===== config.mk =====
export PLATFORM = sky130hd
export DESIGN_NAME = ram_arbiter
export DESIGN_NICKNAME = d
export VERILOG_FILES = /design/src/rtl/ram_arbiter.sv
export SDC_FILE = /design/constraint.sdc
export NUM_CORES = 1
export LEC_CHECK = 0
export ABC_AREA = 1
export CAP_MARGIN = 10
export CORE_ASPECT_RATIO = 1.5
export CORE_MARGIN = 10
export CORE_UTILIZATION = 24
export CTS_CLUSTER_SIZE = 20
export DETAILED_ROUTE_END_ITERATION = 10
export GPL_TIMING_DRIVEN = 1
export PLACE_DENSITY = 0.87
export SLEW_MARGIN = 40
export SYNTH_ARGS = -nofsm -noshare
export SYNTH_HDL_FRONTEND = slang
export SYNTH_SLANG_ARGS = --single-unit

===== constraint.sdc =====
create_clock -name clk -period 4.2 [get_ports clk]
set_input_delay 0.63 -clock clk [delete_from_list [all_inputs] [get_ports clk]]
set_output_delay 0.63 -clock clk [all_outputs]
set_load 0.03 [all_outputs]

===== src/rtl/ram_arbiter.sv =====
// rtl/ram_arbiter.sv - two-port (CPU/DMA) arbiter in front of a single-port data RAM
//
// Purpose:
//   Grants one of two requesters per cycle onto a single-port RAM. Port 0 (CPU)
//   has priority; port 1 (DMA) wins when it is alone or once it has been held
//   off for MAX_WAIT consecutive cycles. Responses come back one cycle after
//   the grant and are routed by a registered owner tag.
//
// Ports:
//   clk, rst_n                  clock, synchronous active-low reset
//   mN_req/we/wstrb/addr/wdata  request and attributes from port N (N = 0, 1)
//   mN_gnt                      combinational accept of port N's request
//   mN_rdata, mN_rvalid         response to port N, one cycle after its grant
//   ram_ce/we/wstrb/addr/wdata  RAM command for the granted port
//   ram_rdata, ram_rdata_valid  RAM read data, valid one cycle after ram_ce

module ram_arbiter #(
  parameter int ADDR_WIDTH = 12,
  parameter int DATA_WIDTH = 32,
  parameter int MAX_WAIT   = 8
) (
  input  logic                  clk,
  input  logic                  rst_n,

  input  logic                  m0_req,
  input  logic                  m0_we,
  input  logic [3:0]            m0_wstrb,
  input  logic [ADDR_WIDTH-1:0] m0_addr,
  input  logic [DATA_WIDTH-1:0] m0_wdata,
  output logic                  m0_gnt,
  output logic [DATA_WIDTH-1:0] m0_rdata,
  output logic                  m0_rvalid,

  input  logic                  m1_req,
  input  logic                  m1_we,
  input  logic [3:0]            m1_wstrb,
  input  logic [ADDR_WIDTH-1:0] m1_addr,
  input  logic [DATA_WIDTH-1:0] m1_wdata,
  output logic                  m1_gnt,
  output logic [DATA_WIDTH-1:0] m1_rdata,
  output logic                  m1_rvalid,

  output logic                  ram_ce,
  output logic                  ram_we,
  output logic [3:0]            ram_wstrb,
  output logic [ADDR_WIDTH-1:0] ram_addr,
  output logic [DATA_WIDTH-1:0] ram_wdata,
  input  logic [DATA_WIDTH-1:0] ram_rdata,
  input  logic                  ram_rdata_valid
);

  typedef enum logic [1:0] {
    OWN_NONE = 2'd0,
    OWN_P0   = 2'd1,
    OWN_P1   = 2'd2
  } owner_t;

  localparam logic [7:0] WAIT_LIMIT = 8'(MAX_WAIT);

  owner_t     owner;
  logic [7:0] wait_cnt;
  logic       m1_wins;

  // Grants are qualified by rst_n so nothing reaches the RAM while in reset.
  always_comb begin
    m1_wins   = m1_req && (!m0_req || (wait_cnt == WAIT_LIMIT));
    m0_gnt    = rst_n && m0_req && !m1_wins;
    m1_gnt    = rst_n && m1_wins;
    ram_ce    = m0_gnt || m1_gnt;
    ram_we    = 1'b0;
    ram_wstrb = 4'b0000;
    ram_addr  = m0_addr;
    ram_wdata = m0_wdata;
    if (m1_gnt) begin
      ram_we    = m1_we;
      ram_wstrb = m1_wstrb;
      ram_addr  = m1_addr;
      ram_wdata = m1_wdata;
    end else if (m0_gnt) begin
      ram_we    = m0_we;
      ram_wstrb = m0_wstrb;
    end
  end

  // Owner tags the access in flight so the next-cycle RAM data is routed to
  // the port that issued it; an untagged response is simply dropped.
  always_ff @(posedge clk) begin
    if (!rst_n) begin
      owner    <= OWN_NONE;
      wait_cnt <= 8'd0;
    end else begin
      if (m0_gnt) begin
        owner <= OWN_P0;
      end else if (m1_gnt) begin
        owner <= OWN_P1;
      end else begin
        owner <= OWN_NONE;
      end

      if (!m1_req || m1_gnt) begin
        wait_cnt <= 8'd0;
      end else if (wait_cnt < WAIT_LIMIT) begin
        wait_cnt <= wait_cnt + 8'd1;
      end
    end
  end

  assign m0_rvalid = rst_n && ram_rdata_valid && (owner == OWN_P0);
  assign m1_rvalid = rst_n && ram_rdata_valid && (owner == OWN_P1);
  assign m0_rdata  = (owner == OWN_P0) ? ram_rdata : '0;
  assign m1_rdata  = (owner == OWN_P1) ? ram_rdata : '0;

endmodule


=== Word level (Yosys, flattened, before mapping) ===
Cells that the tools add are included.

* Memory bits (read-only): 0
* Latch bits: 0
* Register bits: 10
* Input port bits: 135
* Memories: 0
* Output and inout bits: 118
* Memory bits (writable): 0

* Div/mod/pow operators: 0
* Equality and inequality tests: 3
* Reductions and logical operators: 15
* Multiplexer cells: 10
* Bitwise gates (word level): 1
* Shifts and indexed selects: 0
* $add $sub $neg: 1
* Order comparisons: 1
* Multiply operators: 0

{| class="wikitable"
|+ Operators with widths
! operator !! number
|-
| 2-to-1 mux 32 bit || 3
|-
| 2-to-1 mux 12 bit || 1
|-
| adder 8 x 1 -> 8 bit, second input constant || 1
|-
| equality test 8 x 4 -> 1 bit, second input constant || 1
|-
| < comparator 8 x 4 -> 1 bit, second input constant || 1
|-
| 2-to-1 mux 4 bit || 2
|-
| logical AND 1 bit || 7
|-
| OR reduction 2 bit || 2
|-
| zero test 1 bit || 3
|-
| logical OR 1 bit || 3
|-
| 2-to-1 mux 1 bit || 3
|-
| equality test 2 x 1 -> 1 bit, second input constant || 1
|-
| equality test 2 bit, second input constant || 1
|-
| 2-to-1 mux 2 bit || 1
|-
| inverter 1 bit || 1
|}

=== Logic depth before layout (Yosys ltp) ===
Gate-level depths: netlist of run 1.

* Depth in word-level cells: 7
* Gate-level depth with buffers: 8
* Mapped depth without buffers: 7

=== Least setup slack after synthesis of run 1 ===
Ideal clock, no wire load.

* Kind: input port to output port
* Start point: input port m1_req
* End point: output port ram_wdata[13]
* Path buffers: 1
* Stages: 6
* Data required time: 3570 ps
* Path slack: 2116 ps
* Arrival: 1454 ps
* Cell sequence: nand2_1 clkinv_1 nand2_2 buf_2 nand2_1 nand2_1

* Cells in the longest elaborated chain, start to end: 3

{| class="wikitable"
|+ Ends and longest elaborated chain
! element !! line !! RTL
|-
| start: declaration || 34 || <nowiki>input logic m1_req,</nowiki>
|-
| logical AND 1 bit || 66 || <nowiki>m1_wins = m1_req && (!m0_req || (wait_cnt == WAIT_LIMIT));</nowiki>
|-
| logical AND 1 bit || 68 || <nowiki>m1_gnt = rst_n && m1_wins;</nowiki>
|-
| 2-to-1 mux 32 bit || 74 || <nowiki>if (m1_gnt) begin</nowiki>
|-
| end: declaration || 47 || <nowiki>output logic [DATA_WIDTH-1:0] ram_wdata,</nowiki>
|}

Every way passes these cells.

=== Final worst setup path of run 1 ===
* Start point: input port m1_req
* End point: output port ram_addr[2]

* Cells in the longest elaborated chain, start to end: 3

{| class="wikitable"
|+ Ends and longest elaborated chain
! element !! line !! RTL
|-
| logical AND 1 bit || 66 ||
|-
| logical AND 1 bit || 68 ||
|-
| 2-to-1 mux 12 bit || 74 ||
|-
| end: declaration || 46 || <nowiki>output logic [ADDR_WIDTH-1:0] ram_addr,</nowiki>
|}

Every way passes these cells.

==> results.cfg, run 1 <==
[critical_path]
critPathRequiredTime_ps = 3570
crit_path_start_kind = primary input
path_cells = clkdlybuf4s50_1, nand2_1, clkinv_1, nand2_2, nand2_1, nand2_1, buf_12
cp_slowest_cell = nand2_2
crit_top_cell = nand2_1
cp.arrival_ps = 2530
slowest_delay_ps = 660
path_delay_family = simple AND/OR/NAND/NOR gates
endpoint_kind = primary output
path_class = primary input to primary output
worstPathBufferInverterCount = 3
crit_fanout = 46

[layout]
nNetsFinal = 711
diodes = 0
layout-drive-gt1-share_pct = 9.95
layout.cells.non_filler = 649
synthToLayoutAreaGrowth_pct = 162
utilization_pct = 64.0
final_area_um2 = 4120

[route]
drtPass1Iterations = 6
drt_iter0_markers = 141
route.vias.total = 2929
post_drt_wl_per_cell_um = 17.1
routed_wl_um = 11100
via_per_inst = 4.51
drc = 0
ant_nets = 0

[sta]
relSlewSlack_pct = 47.5
setup_viol = 0
post-route-period-util_pct = 75.2
fin_ws_ps = 1040
fmaxAchievable_ghz = 0.317
slew_viol_final = 0
fin_crit_ps = 3160
tightest_slew_ps = 785
rsz0062_at_grt = no
final_hold_viol_count = 0
skew_ps = 0.387
tns_ps = 0
hold_slack_ps = 425

[clock_tree]
cts_tree = yes
ctsResizeCount = 0
path_clk_slew_ps = 50
clkSinkCount = 10
ctsRootBufferMaster = clkbuf_8
cts_hold_buf = 0
cts_htree_levels = 1
postCtsSetupBuffers = 0
cts.path.max_buffers = 2
insertion_delay_ps = 230
cts-buffers-inserted = 3

[power]
leakagePower_nw = 2.04
ir_drop_mv = 0.188
finalPower_mw = 0.672
p_per_area_nw_per_um2 = 163

[die]
dieWidth_um = 86.1
core_um2 = 6440
rows = 36
die_area_um2 = 10300
initial_core_util_pct = 24.4
fp.dieH_um = 119
pin_count = 253

[place]
pre_cts_ws_ps = 1090
dpl.hpwl_um = 9670
place_area_um2 = 4070
globalplace.congestion = 0.855
numPortBuffers = 252
place_inst = 645

[synthesis]
synth_area_um2 = 1570
synthDistinctLibCells = 19
synth_nets = 472
synth-seq-cells = 10
syn_inst = 335
syn_avg_cell_area_um2 = 4.69
yosys_warnings = 0
ys_seq_area_share_pct = 12.7

[grt]
grt_remaining_overflow = 0
grtUsageTotal_pct = 19.0
antenna_found_initial = 0
grt_max_degree = 47
grt_pass1_wl_um = 15700
grt_pass1_vias = 2678

[job]
drv_cap = 0

[worst_hold_path]
hold_class = register to register

[run_status]
status = finished, final reports clean
## cell families after synthesis
group           count (synthesis)  synth area share [%]
compound gates                  4                  1.99
xor+xnor                        1                 0.557
fa+ha+maj                       2                  1.59
buf+inv                        71                  19.0
flops                          10                  12.7
simple gates                  247                  64.1
## worst paths after layout
path                                  from                        to  slack (ps)  depth (start not counted)
hold reg to reg   wait_cnt[6]$_SDFFE_PP0N_  wait_cnt[6]$_SDFFE_PP0N_         430                          2
setup / recovery                    m1_req               ram_addr[2]        1040                          7
setup reg to reg  wait_cnt[0]$_SDFFE_PP0N_       owner[1]$_SDFF_PP0_        2350                          7
hold / removal    wait_cnt[6]$_SDFFE_PP0N_  wait_cnt[6]$_SDFFE_PP0N_         430                          2
## synthesized netlist by cell type (all sizes together)
cell type,n,area [um2]
ha,2,25.0
clkinv,1,3.75
nand3,55,275
inv,49,184
xnor2,1,8.76
nand3b,1,7.51
clkbuf,11,41.3
dfxtp,10,200
nand2,108,408
or2,1,6.26
nor2,79,297
o21ai,1,16.3
buf,10,70.1
nor3,3,15.0
a21oi,3,15.0
## placed cells by master (no fill, tap or decap), types with 2 or more instances in the layout
master | Yosys | routed
nor2_1 | 79 | 79
dfxtp_1 | 10 | 10
nand3_1 | 55 | 55
nand2_2 | 1 | 2
clkdlybuf4s50_1 | 0 | 207
nand2_1 | 107 | 106
inv_1 | 48 | 48
buf_12 | 0 | 4
ha_1 | 2 | 2
nor3_1 | 3 | 3
a21oi_1 | 3 | 3
clkbuf_8 | 0 | 4
buf_4 | 3 | 42
## power breakdown
part           internal (mW)  switching (mW)
Clock                 0.0822          0.0351
Combinational          0.224           0.234
Sequential            0.0966        0.000754
Total                  0.403           0.270
## worst reg2reg max path, stage by stage (launching register included)
cell and delay [ps]:
dfxtp_1 350, inv_1 80, ha_1 210, nand3_1 150
o21ai_4 80, buf_8 170, nand2_2 600, inv_1 80
## cell type report
| type | count | area (um2) |
|---|---|---|
| Sequential cell | 10 | 200 |
| Clock buffer | 4 | 55.1 |
| Inverter | 50 | 188 |
| Timing Repair Buffer | 255 | 2510 |
| Multi-Input combinational cell | 254 | 1080 |
| Fill cell | 563 | 2320 |
| Tap cell | 76 | 95.1 |
## state kept, by name (all words and copies together) (netlist names)
register,cells
wait_cnt,8
owner,2
## metal layers
| layer | share of wire [%] | global-route usage (%) | vias up | routed length (um) |
|---|---|---|---|---|
| met1 | 34 | 19.0 | 1294 | 3800 |
| met3 | 9.0 | 4.84 | 8 | 997 |
| met5 | 0 | 0 | - | 0 |
| met2 | 56 | 37.5 | 149 | 6210 |
| met4 | 0.95 | 3.20 | 0 | 106 |
| li1 | - | - | 1478 | - |
(Power assumes the default switching activity.)
==> run 2, diff against run 1 <==
Settings changed: CORE_UTILIZATION 24 to 20, PLACE_DENSITY 0.87 to 0.77.
Clock period 4.2 ns to 2.9 ns, I/O delays scaled along.
==> run 2 against run 1 <==
  * Clock skew is essentially flat
  * Sequential power grew 45%
  * Combinational power grew 46%
  * First-iteration DRC count shrank 23%
  * Largest power group unchanged
  * Clock-buffer cell count is the same
  * Clock power grew 130%
  * Utilization shrank 8.8 points
  * Largest cell class unchanged
==> results.cfg, run 2 (synthesis gave the netlist of run 1 again) <==
[power]
p_per_area_nw_per_um2 = 256
ir_drop_mv = 0.381
leakagePower_nw = 2.06

[route]
routed_wl_um = 11100
post_drt_wl_per_cell_um = 16.4
drc = 0
route.vias.total = 2892
drt_iter0_markers = 108
drtPass1Iterations = 4
via_per_inst = 4.27
ant_nets = 0

[layout]
largest-register = wait_cnt
top_regs = wait_cnt: 8 flops, owner: 2 flops
final_common_cell = clkdlybuf4s50_1
largest_register_ffs = 8
synthToLayoutAreaGrowth_pct = 169
utilization_pct = 55.2
final_cell_mix = 208 x clkdlybuf4s50_1, 107 x nand2_1, 79 x nor2_1, 55 x nand3_1, 48 x inv_1
final_area_um2 = 4230
nNetsFinal = 713
diodes = 0
layout-drive-gt1-share_pct = 9.91

[clock_tree]
postCtsSetupBuffers = 0
ctsResizeCount = 0
path_clk_slew_ps = 40
cts_htree_levels = 1
cts_tree = yes
cts.path.max_buffers = 2
ctsRootBufferMaster = clkbuf_16
insertion_delay_ps = 240
cts-buffers-inserted = 3
cts_hold_buf = 0
clkSinkCount = 10

[grt]
grtUsageTotal_pct = 16.8
grt_pass1_wl_um = 16100
grt_pass1_vias = 2795
grt_max_degree = 43
antenna_found_initial = 0
grt_remaining_overflow = 0

[sta]
setup_viol = 0
tns_ps = 0
post-route-period-util_pct = 89.5
relSlewSlack_pct = 58.5
fmaxAchievable_ghz = 0.385
skew_ps = 0.649
tightest_slew_ps = 623
rsz0062_at_grt = no
slew_viol_final = 0
final_hold_viol_count = 0
fin_crit_ps = 2590

[die]
rows = 39
fp.dieH_um = 129
initial_core_util_pct = 20.5
pin_count = 253
core_um2 = 7660
die_area_um2 = 11900
dieWidth_um = 92.4

[place]
globalplace.congestion = 0.882
dpl.hpwl_um = 9590
place_area_um2 = 4140
numPortBuffers = 252

[worst_hold_path]
hold_class = register to register

[critical_path]
path_class = register to primary output
critPathRequiredTime_ps = 2470
crit_path_start_kind = register
crit_fanout = 5
endpoint_kind = primary output
path_delay_family = simple AND/OR/NAND/NOR gates
cp.arrival_ps = 2160
slowest_delay_ps = 600
worstPathBufferInverterCount = 2
cp_slowest_cell = clkdlybuf4s50_1
path_cells = inv_1, ha_1, nand3_1, nor2_1, nand2_1, nand3_1, nand2_1, clkdlybuf4s50_1

[run_status]
status = finished, final reports clean

[job]
drv_cap = 0
## run 2: changes by cell type in the layout (fill, tap and decap cells not counted), sizes merged
| cell | delta |
|---|---|
| buf | +1 |
| clkdlybuf4s50 | +1 |
## run 2: routing by layer
metal,wire length [um],track usage [%],part of all wire [%]
met1,3800,17.4,34
met2,6130,32.5,55
met3,901,4.31,8.1
met4,244,4.28,2.2
met5,0,0,0
## run 2: worst register-to-register path: cells and delay by family, from the launching register on
kind | cells | cell delay [ps]
adder cells (fa/ha/maj) | 1 | 150
buffers and inverters | 1 | 100
flip-flops | 1 | 320
AND/OR/NAND/NOR | 5 | 780
## run 2: layout make-up
class | count | area (um2)
Sequential cell | 10 | 200
Tap cell | 102 | 128
Fill cell | 731 | 3430
Clock buffer | 4 | 88.8
Inverter | 50 | 188
Timing Repair Buffer | 257 | 2550
Multi-Input combinational cell | 254 | 1070
## run 2: report_power, final
part	switching (mW)	total [mW]	leakage, nW	internal (mW)
Clock	0.0638	0.271	0.0442	0.207
Combinational	0.337	0.669	1.94	0.332
Sequential	0.000946	0.141	0.0811	0.140
## run 2: path summary, 6_finish.rpt
kind	startpoint	endpoint	slack [ps]	cells after the start
max reg2reg	wait_cnt[0]$_SDFFE_PP0N_	wait_cnt[3]$_SDFFE_PP0N_	1440	7
min reg2reg	wait_cnt[6]$_SDFFE_PP0N_	wait_cnt[6]$_SDFFE_PP0N_	420	2
max	wait_cnt[0]$_SDFFE_PP0N_	ram_wstrb[1]	310	8
min	wait_cnt[6]$_SDFFE_PP0N_	wait_cnt[6]$_SDFFE_PP0N_	420	2
## run 2: through the flow
step | cells | hold WS (ps) | setup WS [ps] | total power, mW
after floorplan | 335 | 408 | 1050 | 0.435
after CTS | 677 | 425 | 295 | 1.09
final | 677 | 424 | 306 | 1.08
after global routing | 677 | 447 | 126 | 1.13
after detailed placement | 673 | 418 | 331 | 0.816
after global placement | 673 | 415 | 357 | 0.810
